[src/rtl/pin_debounce.sv]
// Per-pin debouncer: two-flop synchroniser, per-bit stability counter, and
// one-cycle rise/fall pulses on each accepted level change.
module pin_debounce #(
   parameter int unsigned BIT_WIDTH     = 8,
   parameter int unsigned CNT_WIDTH     = 16,
   parameter int unsigned STABLE_CYCLES = 50000
) (
   input  logic                 clk,
   input  logic                 n_rst,
   input  logic [BIT_WIDTH-1:0] in,
   output logic [BIT_WIDTH-1:0] level,
   output logic [BIT_WIDTH-1:0] rise,
   output logic [BIT_WIDTH-1:0] fall,
   output logic                 any_edge
);

   localparam longint unsigned CntMax = (64'd1 << CNT_WIDTH) - 64'd1;

   // The counter must be able to hold STABLE_CYCLES-1 without wrapping.
   if (STABLE_CYCLES == 0 || 64'(STABLE_CYCLES) > CntMax) begin : g_bad_param
      $error("pin_debounce: STABLE_CYCLES must be in 1 .. 2**CNT_WIDTH-1");
   end

   localparam logic [CNT_WIDTH-1:0] CntLast = CNT_WIDTH'(STABLE_CYCLES - 1);

   logic [BIT_WIDTH-1:0]                s1_q, s2_q;
   logic [BIT_WIDTH-1:0]                level_q, level_d;
   logic [BIT_WIDTH-1:0]                rise_q, rise_d;
   logic [BIT_WIDTH-1:0]                fall_q, fall_d;
   logic [BIT_WIDTH-1:0][CNT_WIDTH-1:0] cnt_q, cnt_d;

   always_ff @(posedge clk or negedge n_rst) begin
      if (!n_rst) begin
         s1_q    <= '0;
         s2_q    <= '0;
         level_q <= '0;
         rise_q  <= '0;
         fall_q  <= '0;
         cnt_q   <= '0;
      end else begin
         s1_q    <= in;
         s2_q    <= s1_q;
         level_q <= level_d;
         rise_q  <= rise_d;
         fall_q  <= fall_d;
         cnt_q   <= cnt_d;
      end
   end

   // Any return to the current level wipes the count; no partial credit.
   always_comb begin
      level_d = level_q;
      rise_d  = '0;
      fall_d  = '0;
      cnt_d   = cnt_q;
      for (int i = 0; i < int'(BIT_WIDTH); i++) begin
         if (s2_q[i] == level_q[i]) begin
            cnt_d[i] = '0;
         end else if (cnt_q[i] == CntLast) begin
            level_d[i] = s2_q[i];
            cnt_d[i]   = '0;
            rise_d[i]  = s2_q[i];
            fall_d[i]  = ~s2_q[i];
         end else begin
            cnt_d[i] = cnt_q[i] + CNT_WIDTH'(1);
         end
      end
   end

   assign level    = level_q;
   assign rise     = rise_q;
   assign fall     = fall_q;
   assign any_edge = |{rise_q, fall_q};

endmodule

[config.mk]
export PLATFORM = sky130hd
export DESIGN_NAME = pin_debounce
export DESIGN_NICKNAME = d
export VERILOG_FILES = /design/src/rtl/pin_debounce.sv
export SDC_FILE = /design/constraint.sdc
export NUM_CORES = 1
export LEC_CHECK = 0
export CAP_MARGIN = 5
export CORE_UTILIZATION = 45
export CTS_BUF_LIST = sky130_fd_sc_hd__clkbuf_16
export CTS_CLUSTER_DIAMETER = 100
export DETAILED_ROUTE_END_ITERATION = 12
export MAX_ROUTING_LAYER = met4
export PLACE_DENSITY_LB_ADDON = 0.12
export SETUP_SLACK_MARGIN = 0.4
export SYNTH_ARGS = -nofsm -noshare
export SYNTH_HDL_FRONTEND = slang
export SYNTH_SLANG_ARGS = --single-unit
[constraint.sdc]
create_clock -name clk -period 1.75 [get_ports clk]
set_input_delay 0.35 -clock clk [delete_from_list [all_inputs] [get_ports clk]]
set_output_delay 0.35 -clock clk [all_outputs]
set_load 0.02 [all_outputs]
Word-level counts from Yosys, hierarchy flattened
Cells that the tools add are included.

word-level totals
  logic and storage cells = 117
  register bits after elaboration = 168
  input bits = 10

cells by class
  equal/unequal tests = 16
  reductions and logical operators = 9
  bitwise logic cells = 16
  multiplexer cells = 48
  add/subtract/negate cells = 8

operators with widths
  kind                     count
  $mux W16                 16
  $add A16 B1 Y16 const B  8
  $eq A16 B16 Y1 const B   8
  $mux W1                  32
  $not A1 Y1               16
  $reduce_and A2 Y1        8
  $reduce_or A16 Y1        1
  $eq A1 B1 Y1             8

Depth between registers and ports, before layout
Gate-level depths: netlist of the first run.

  depth after elaboration = 3
  gate-level depth with buffers = 6
  depth with buffers taken out = 5

Worst setup path before layout of the first run
OpenSTA, ideal clock, no wires.

  path kind = reg-to-reg
  from = reg cnt_q[76] in the netlist's numbering
  to = reg level_q[4], in the netlist level[4]
  slack = -0.036 ns
  period minus slack after synthesis = 1.786 ns
  cell stages (with the launch flop) = 5
  arrival time = 1.661 ns
  data required time = 1.625 ns
  buffers on the path = 0
  cell sequence = dfrtp_1 nor4_2 nand3_2 or4_4 mux2_4

between the ends
  cells in the longest elaborated chain, start to end = 2

ends and longest elaborated chain
  element                             line  RTL
  from (decl)                         30    logic [BIT_WIDTH-1:0][CNT_WIDTH-1:0] cnt_q, cnt_d;
  from (signal assigned)              46    cnt_q <= cnt_d;
  $eq A16 B16 Y1                      59    end else if (cnt_q[i] == CntLast) begin
  $reduce_and A2 Y1 (no source line)  n/a
  to (signal assigned)                43    level_q <= level_d;
  to (decl)                           27    logic [BIT_WIDTH-1:0] level_q, level_d;

No other way between the ends.
A chain may end at the register's enable or synchronous reset.

==> results of run 1 <==
[flip-flops by register name, summed over array words and instances (netlist names)]
register	cells
cnt_q	128
s2_q	8
s1_q	8
level	8
rise	8
fall	8
[cells in the mapped netlist]
library cell	count
nor4_2	1
nor3_1	22
mux2_1	2
o41ai_4	1
mux2_2	4
dfrtp_1	168
o31ai_1	2
o21ai_0	1
and4_1	8
nand4b_1	2
nand2_1	40
nor3b_1	18
and3_1	14
o31ai_2	1
inv_1	13
nor4bb_1	6
or4_1	2
nor4_1	31
or4_4	4
nand3_1	41
or3_1	3
clkbuf_1	6
mux2_4	2
nand4_1	34
ha_1	8
nor2_1	145
xor2_1	33
and2_1	1
nand4bb_1	4
o41ai_2	1
xnor2_1	84
buf_6	2
nand2_2	2
a21oi_1	3
nand3_2	1
nand3b_1	1
nor4b_1	5
buf_2	4
or2_1	1
[report_power, final]
group / internal, W / total [W] / switching [W]
logic: 0.000226 / 0.000515 / 0.000289
registers: 0.00395 / 0.00403 / 0.0000813
clock network: 0.00173 / 0.00317 / 0.00144
[placed cells by master (no fill, tap or decap), drive strengths merged, types with 5 or more instances in the layout]
master         netlist  layout
mux2                 8       8
inv                 13      15
nand2               42      47
buf                  6     178
dfrtp              168     168
xnor2               84      84
clkinv               0       7
nor4                32      32
and4                 8       8
clkbuf               6      17
xor2                33      33
nor4bb               6       6
nor4b                5       5
nor3b               18      18
ha                   8       8
and3                14      14
nand3               42      42
nor2               145     145
clkdlybuf4s50        0       8
or4                  6       6
nor3                22      22
nand4               34      34
[metrics by stage]
step	utilization	setup slack [ns]	std cells
6_report	0.703	-0.0404	1148
5_1_grt	0.703	-0.0820	1148
4_1_cts	0.622	-0.0515	1108
3_5_place_dp	0.529	-0.0400	1014
3_3_place_gp	0.529	-0.0113	1014
2_1_floorplan	-	-0.0350	721
[critical path: cells and delay by family, from the launching register on]
family | cells | cell delay, ns
buffers and inverters | 1 | 0.17
DFF | 1 | 0.37
and+or+nand+nor | 4 | 1.12
[cell families (layout without fill, tap and decap cells)]
kind of cell | Yosys count | in the layout
simple gates | 386 | 391
flops | 168 | 168
xor+xnor | 117 | 117
buf+inv | 25 | 227
compound gates | 9 | 9
fa+ha+maj | 8 | 8
mux | 8 | 8
[metal layers]
metal  vias up  global-route usage  wire, um
met2       107               0.361     10300
li1       2908                   -         -
met3        42              0.0504       609
met5         -                   -         0
met1      3134               0.286      8790
met4         0              0.0677       382
[repair_timing]
item,CTS,global route
hold buffers,1,0
pin swaps,62,58
endpoints found under the hold margin,37,0
resized for setup,267,235
endpoints found under the setup margin,177,170
gates cloned,6,2
setup buffers,60,38
[layout make-up]
class,instances,area [um2]
sequential,168,4240
multi-input combinational,533,4910
timing repair buffer,187,1710
fill,1162,4920
clock buffer,17,425
inverter,13,48.8
tap,220,275
clock inverter,10,45.0
[path summary, 6_finish.rpt]
kind / startpoint / to / slack [ns] / cells past startpoint
min: s1_q[3] / s2_q[3] / 0.34 / 0
min reg2reg: s1_q[3] / s2_q[3] / 0.34 / 0
max: cnt_q[27] / cnt_q[26] / -0.04 / 5
max reg2reg: cnt_q[27] / cnt_q[26] / -0.04 / 5
min in group asynchronous: n_rst / cnt_q[24] / 0.43 / 2
max in group asynchronous: n_rst / cnt_q[96] / 0.71 / 3
==> impl_results.md, run 1 <==
* Synth Area in Adders at 0.0131
* Worst-Skew Late Latency at around 0.43 ns
* Slew margin rel. at 0.423
* Crit path time final at 1.79 ns
* Initial Util at 0.461
* Full die area at approximately 0.018 mm2
* Crit-path cells: or3_1 > or4_4 > buf_12 > nand2_8 > nor2_4
* Gr ovfl total at 0
* Yosys synthesis warning count at 0
* Sequential share of the synthesized area at 0.550
* First-pass GRT wire length at just over 30000 um
* Vias in the first global route at 6177
* Avg Vias per Cell at approximately 5.4
* Share of cells above drive strength 1 at 0.490
* Actual slew at the worst max-slew pin at 0.862 ns
* Final hold slack at between 0.3 and 0.4 ns
* XOR/XNOR Fraction of Synth Area at 0.134
* Violated checks: setup timing
* Crit path largest cell delay at 0.59 ns
* Antenna Nets Post-Route at 0
* Mapped Area at 0.00764 mm2
* Cell row count at 47
* Die Y at approximately 130 um
* # setup viols final at 23
* Drt pass-1 iters at 4
* Max Fclk at ~0.56 GHz
* H-tree Lvls at 4
* Setup TNS at -0.367 ns
* Fin. max-slew vios at 0
* Yosys reg bits at 168
* DRC at 0
* TritonCTS Buffers at 17
* RSZ-0062 raised after global routing: yes
* CP Max Fanout at 8
* Core ar. at 0.0166 mm2
* Mapped Cells at ~720
* Nets at 938
* Largest net degree at the start of global routing at between 40 and 50
* Port buffer count at 34
* LEAKAGE at about 4.5 nW
* Detailed-route wire length per cell at between 15 and 20 um
* Startpoint types: flop
* Via count at 6191
* Worst setup margin at -0.0404 ns
* Multiplexer share of the synthesized area at 0.0128
* Dpl cell area at 0.00878 mm2
* Synth Area in Compound Gates at 0.0120
* Syn_nets at roughly 740
* Area growth syn-to-layout at 52.6%
* Clk root buf: clkbuf_16
* VDD IR max at between 0.7 and 0.8 mV
* Fin. Hold Viols at 0
* All-layer global routing usage at 0.225
* Yosys cell types at 39
* CTS max path bufs at 2
* Antenna violations before repair at 0
* CTS tree: built
* Status: finished, violations left
* Initial drt markers at roughly 220
* WS Path Type: reg2reg
* Simple-Gate Fraction of Synth Area at 0.263
* Setup crit end kind: flop
* Dominant cells by area after synthesis: dfrtp_1 55%, xnor2_1 9.6%, nor2_1 7.1%
* Worst-path clk slew at about 0.06 ns
* Sink Count at 168
* Worst hold-check path type: reg2reg
* Drt total wl at 20000 um
* Synth Area per Inst at ~11 um2
* Worst path required time at 2.06 ns
* Fin area at around 0.012 mm2
* Main combinational cell family by area after synthesis: simple AND/OR/NAND/NOR gates
* Worst Path Arrival at approximately 2.1 ns
* Antenna cell count at 0
* GPL Wtd Cong at roughly 0.82
* Worst path slowest cell: or4_4
* Fin crit share at 1.02
* Leading area contributor after synthesis: dfrtp_1
* Ports at 35
* Power Dens Cells at 662 mW/mm2
* Max-Cap Viols at 0
* Die width at around 130 um
* Hpwl dp at ~11000 um
* Fin Clk Skew at approximately 0.0094 ns
* Top-area cell type share of the netlist area at 0.550
* Total power at roughly 0.0077 W
Note: power is estimated with default switching activity, not from simulation.
==> inputs of run 2 (changes only) <==
Settings changed: DONT_BUFFER_PORTS from default to 1.
==> impl_results.md, run 2 (synthesis results as in run 1) <==
* Status: finished, violations left
* Violated checks: hold timing, setup timing
* VDD IR max at about 0.7 mV
* Fin crit share at 1.04
* TritonCTS Buffers at 17
* H-tree Lvls at 4
* Setup crit end kind: output pin
* Drt pass-1 iters at 5
* Die width at between 100 and 150 um
* First-pass GRT wire length at 29200 um
* Initial drt markers at ~330
* Psw at ~0.0019 W
* Fin Clk Skew at roughly 0.010 ns
* Hpwl dp at 10200 um
* Core ar. at approximately 0.017 mm2
* Worst path slowest cell: dfrtp_1
* Final hold slack at -0.380 ns
* Sink Count at 168
* Worst-path clk slew at ~0.070 ns
* LEAKAGE at 4.33 nW
* Reg2reg path depth at 4
* Sequential power share at 0.487
* Dpl cell area at between 0.008 and 0.009 mm2
* Worst path required time at between 1 and 1.5 ns
* WS Path Type: reg2out
* Cell row count at 47
* Drt total wl at between 15000 and 20000 um
* Share of cells above drive strength 1 at 0.476
* Crit path time final at 1.82 ns
* Detailed-route wire length per cell at approximately 18 um
* All-layer global routing usage at 0.216
* Fin area at approximately 0.011 mm2
* Max-Cap Viols at 0
* Gr ovfl total at 0
* Fin. Hold Viols at between 150 and 200
* Hold-fix buffers, CTS at 8
* Via count at approximately 6000
* Worst Path Arrival at around 1.5 ns
* Nets at roughly 900
* Place WS at -0.0464 ns
* Largest net degree at the start of global routing at ~170
* Biggest register: cnt_q
* Ports at 35
* Largest register FFs at roughly 130
* Antenna cell count at 0
* Port buffer count at 0
* Power Dens Cells at 733 mW/mm2
* CP Max Fanout at 2
* RSZ-0062 raised after global routing: yes
* Setup TNS at -0.730 ns
* CTS max path bufs at 2
* Antenna Nets Post-Route at 0
* Worst-Skew Late Latency at roughly 0.42 ns
* Most common cell after layout, fill and taps aside: dfrtp_1
* Initial Util at 0.461
* Actual slew at the worst max-slew pin at 0.529 ns
* Combinational share of power at 0.046
* Slew margin rel. at 0.647
* GPL Wtd Cong at roughly 0.82
* Full die area at roughly 0.018 mm2
* DRC at 0
* Fin. max-slew vios at 0
* Worst setup margin at -0.0672 ns
* Vias in the first global route at about 5900
* P_int at ~0.0064 W
* Die Y at 132 um
* Antenna violations before repair at 0
* Most frequent cells in the layout: 135 x dfrtp_1, 90 x buf_4, 78 x xnor2_1, 62 x nor2_4, 46 x nor2_1
* Crit path largest cell delay at approximately 0.47 ns
* Clk root buf: clkbuf_16
* Clk network pwr share at 0.467
* Avg Vias per Cell at roughly 5.4
* Startpoint types: flop
* Max Fclk at ~0.55 GHz
* Worst hold-check path type: in2async
* Switch share at 0.228
* CTS tree: built
* Area growth syn-to-layout at 47.5%
* # setup viols final at 25
* Crit-path cells: nor4_1 > nand4_1
run 2: cell types whose count changed in the layout (fill, tap and decap cells not counted), moves of 7 or more:
cell             change
dlygate4sd3_1        +7
buf_6               -14
clkdlybuf4s50_1      -8
buf_4               -20
nor2_4              -10
buf_12               -7
run 2: routing by layer:
| layer | share of wire | wire (um) | vias to the layer above | track usage |
|---|---|---|---|---|
| met5 | 0 | 0 | - | - |
| met4 | 0.026 | 501 | 0 | 0.0773 |
| met3 | 0.042 | 812 | 39 | 0.0500 |
| met2 | 0.51 | 9880 | 149 | 0.346 |
| met1 | 0.42 | 8230 | 2999 | 0.270 |
| li1 | - | - | 2818 | - |
run 2: repair_timing:
| action | 4_1_cts | 5_1_grt |
|---|---|---|
| hold endpoints to repair | 176 | 168 |
| gates cloned | 5 | 1 |
| resized for setup | 150 | 209 |
| setup buffers | 57 | 24 |
| endpoints found under the setup margin | 157 | 160 |
| pin swaps | 52 | 80 |
run 2: worst paths after layout:
check	from	endpoint	slack [ns]
max	fall[5]	any_edge	-0.07
min	n_rst	cnt_q[20]	-0.38
max reg2reg	cnt_q[76]	level[4]	-0.06
min reg2reg	s1_q[5]	s2_q[5]	0.35
max in group asynchronous	n_rst	cnt_q[90]	1.75
min in group clk	s1_q[5]	s2_q[5]	0.35
run 2: power groups by stage:
| stage | sequential, W | clock, W | combinational [W] |
|---|---|---|---|
| 6_report | 0.00403 | 0.00386 | 0.000377 |
| 5_1_grt | 0.00403 | 0.00412 | 0.000403 |
| 4_1_cts | 0.00402 | 0.00395 | 0.000282 |
| 3_5_place_dp | 0.00409 | 0 | 0.000164 |
| 3_3_place_gp | 0.00408 | 0 | 0.000162 |
| 2_1_floorplan | 0.00407 | 0 | 0.000136 |
run 2: cell type report:
cell class	instances	area (um2)
Fill cell	1176	5320
Sequential cell	168	4250
Tap cell	220	275
Clock buffer	17	425
Inverter	13	48.8
Multi-Input combinational cell	533	4870
Clock inverter	15	175
Timing Repair Buffer	139	1230
run 2: metrics by stage:
stage | utilization | cells | hold WS (ns) | power, W
finish | 0.679 | 1105 | -0.380 | 0.00826
global route | 0.679 | 1105 | -0.405 | 0.00856
CTS | 0.613 | 1080 | -0.399 | 0.00824
detailed placement | 0.505 | 978 | 0.0600 | 0.00425
global placement | 0.505 | 978 | 0.0593 | 0.00424
floorplan | - | 721 | 0.0544 | 0.00421
run 2: worst max-delay path: cells and delay by family, from the launching register on:
family           cells  cell delay [ns]
flip-flops           1             0.47
AND/OR/NAND/NOR      2             0.58
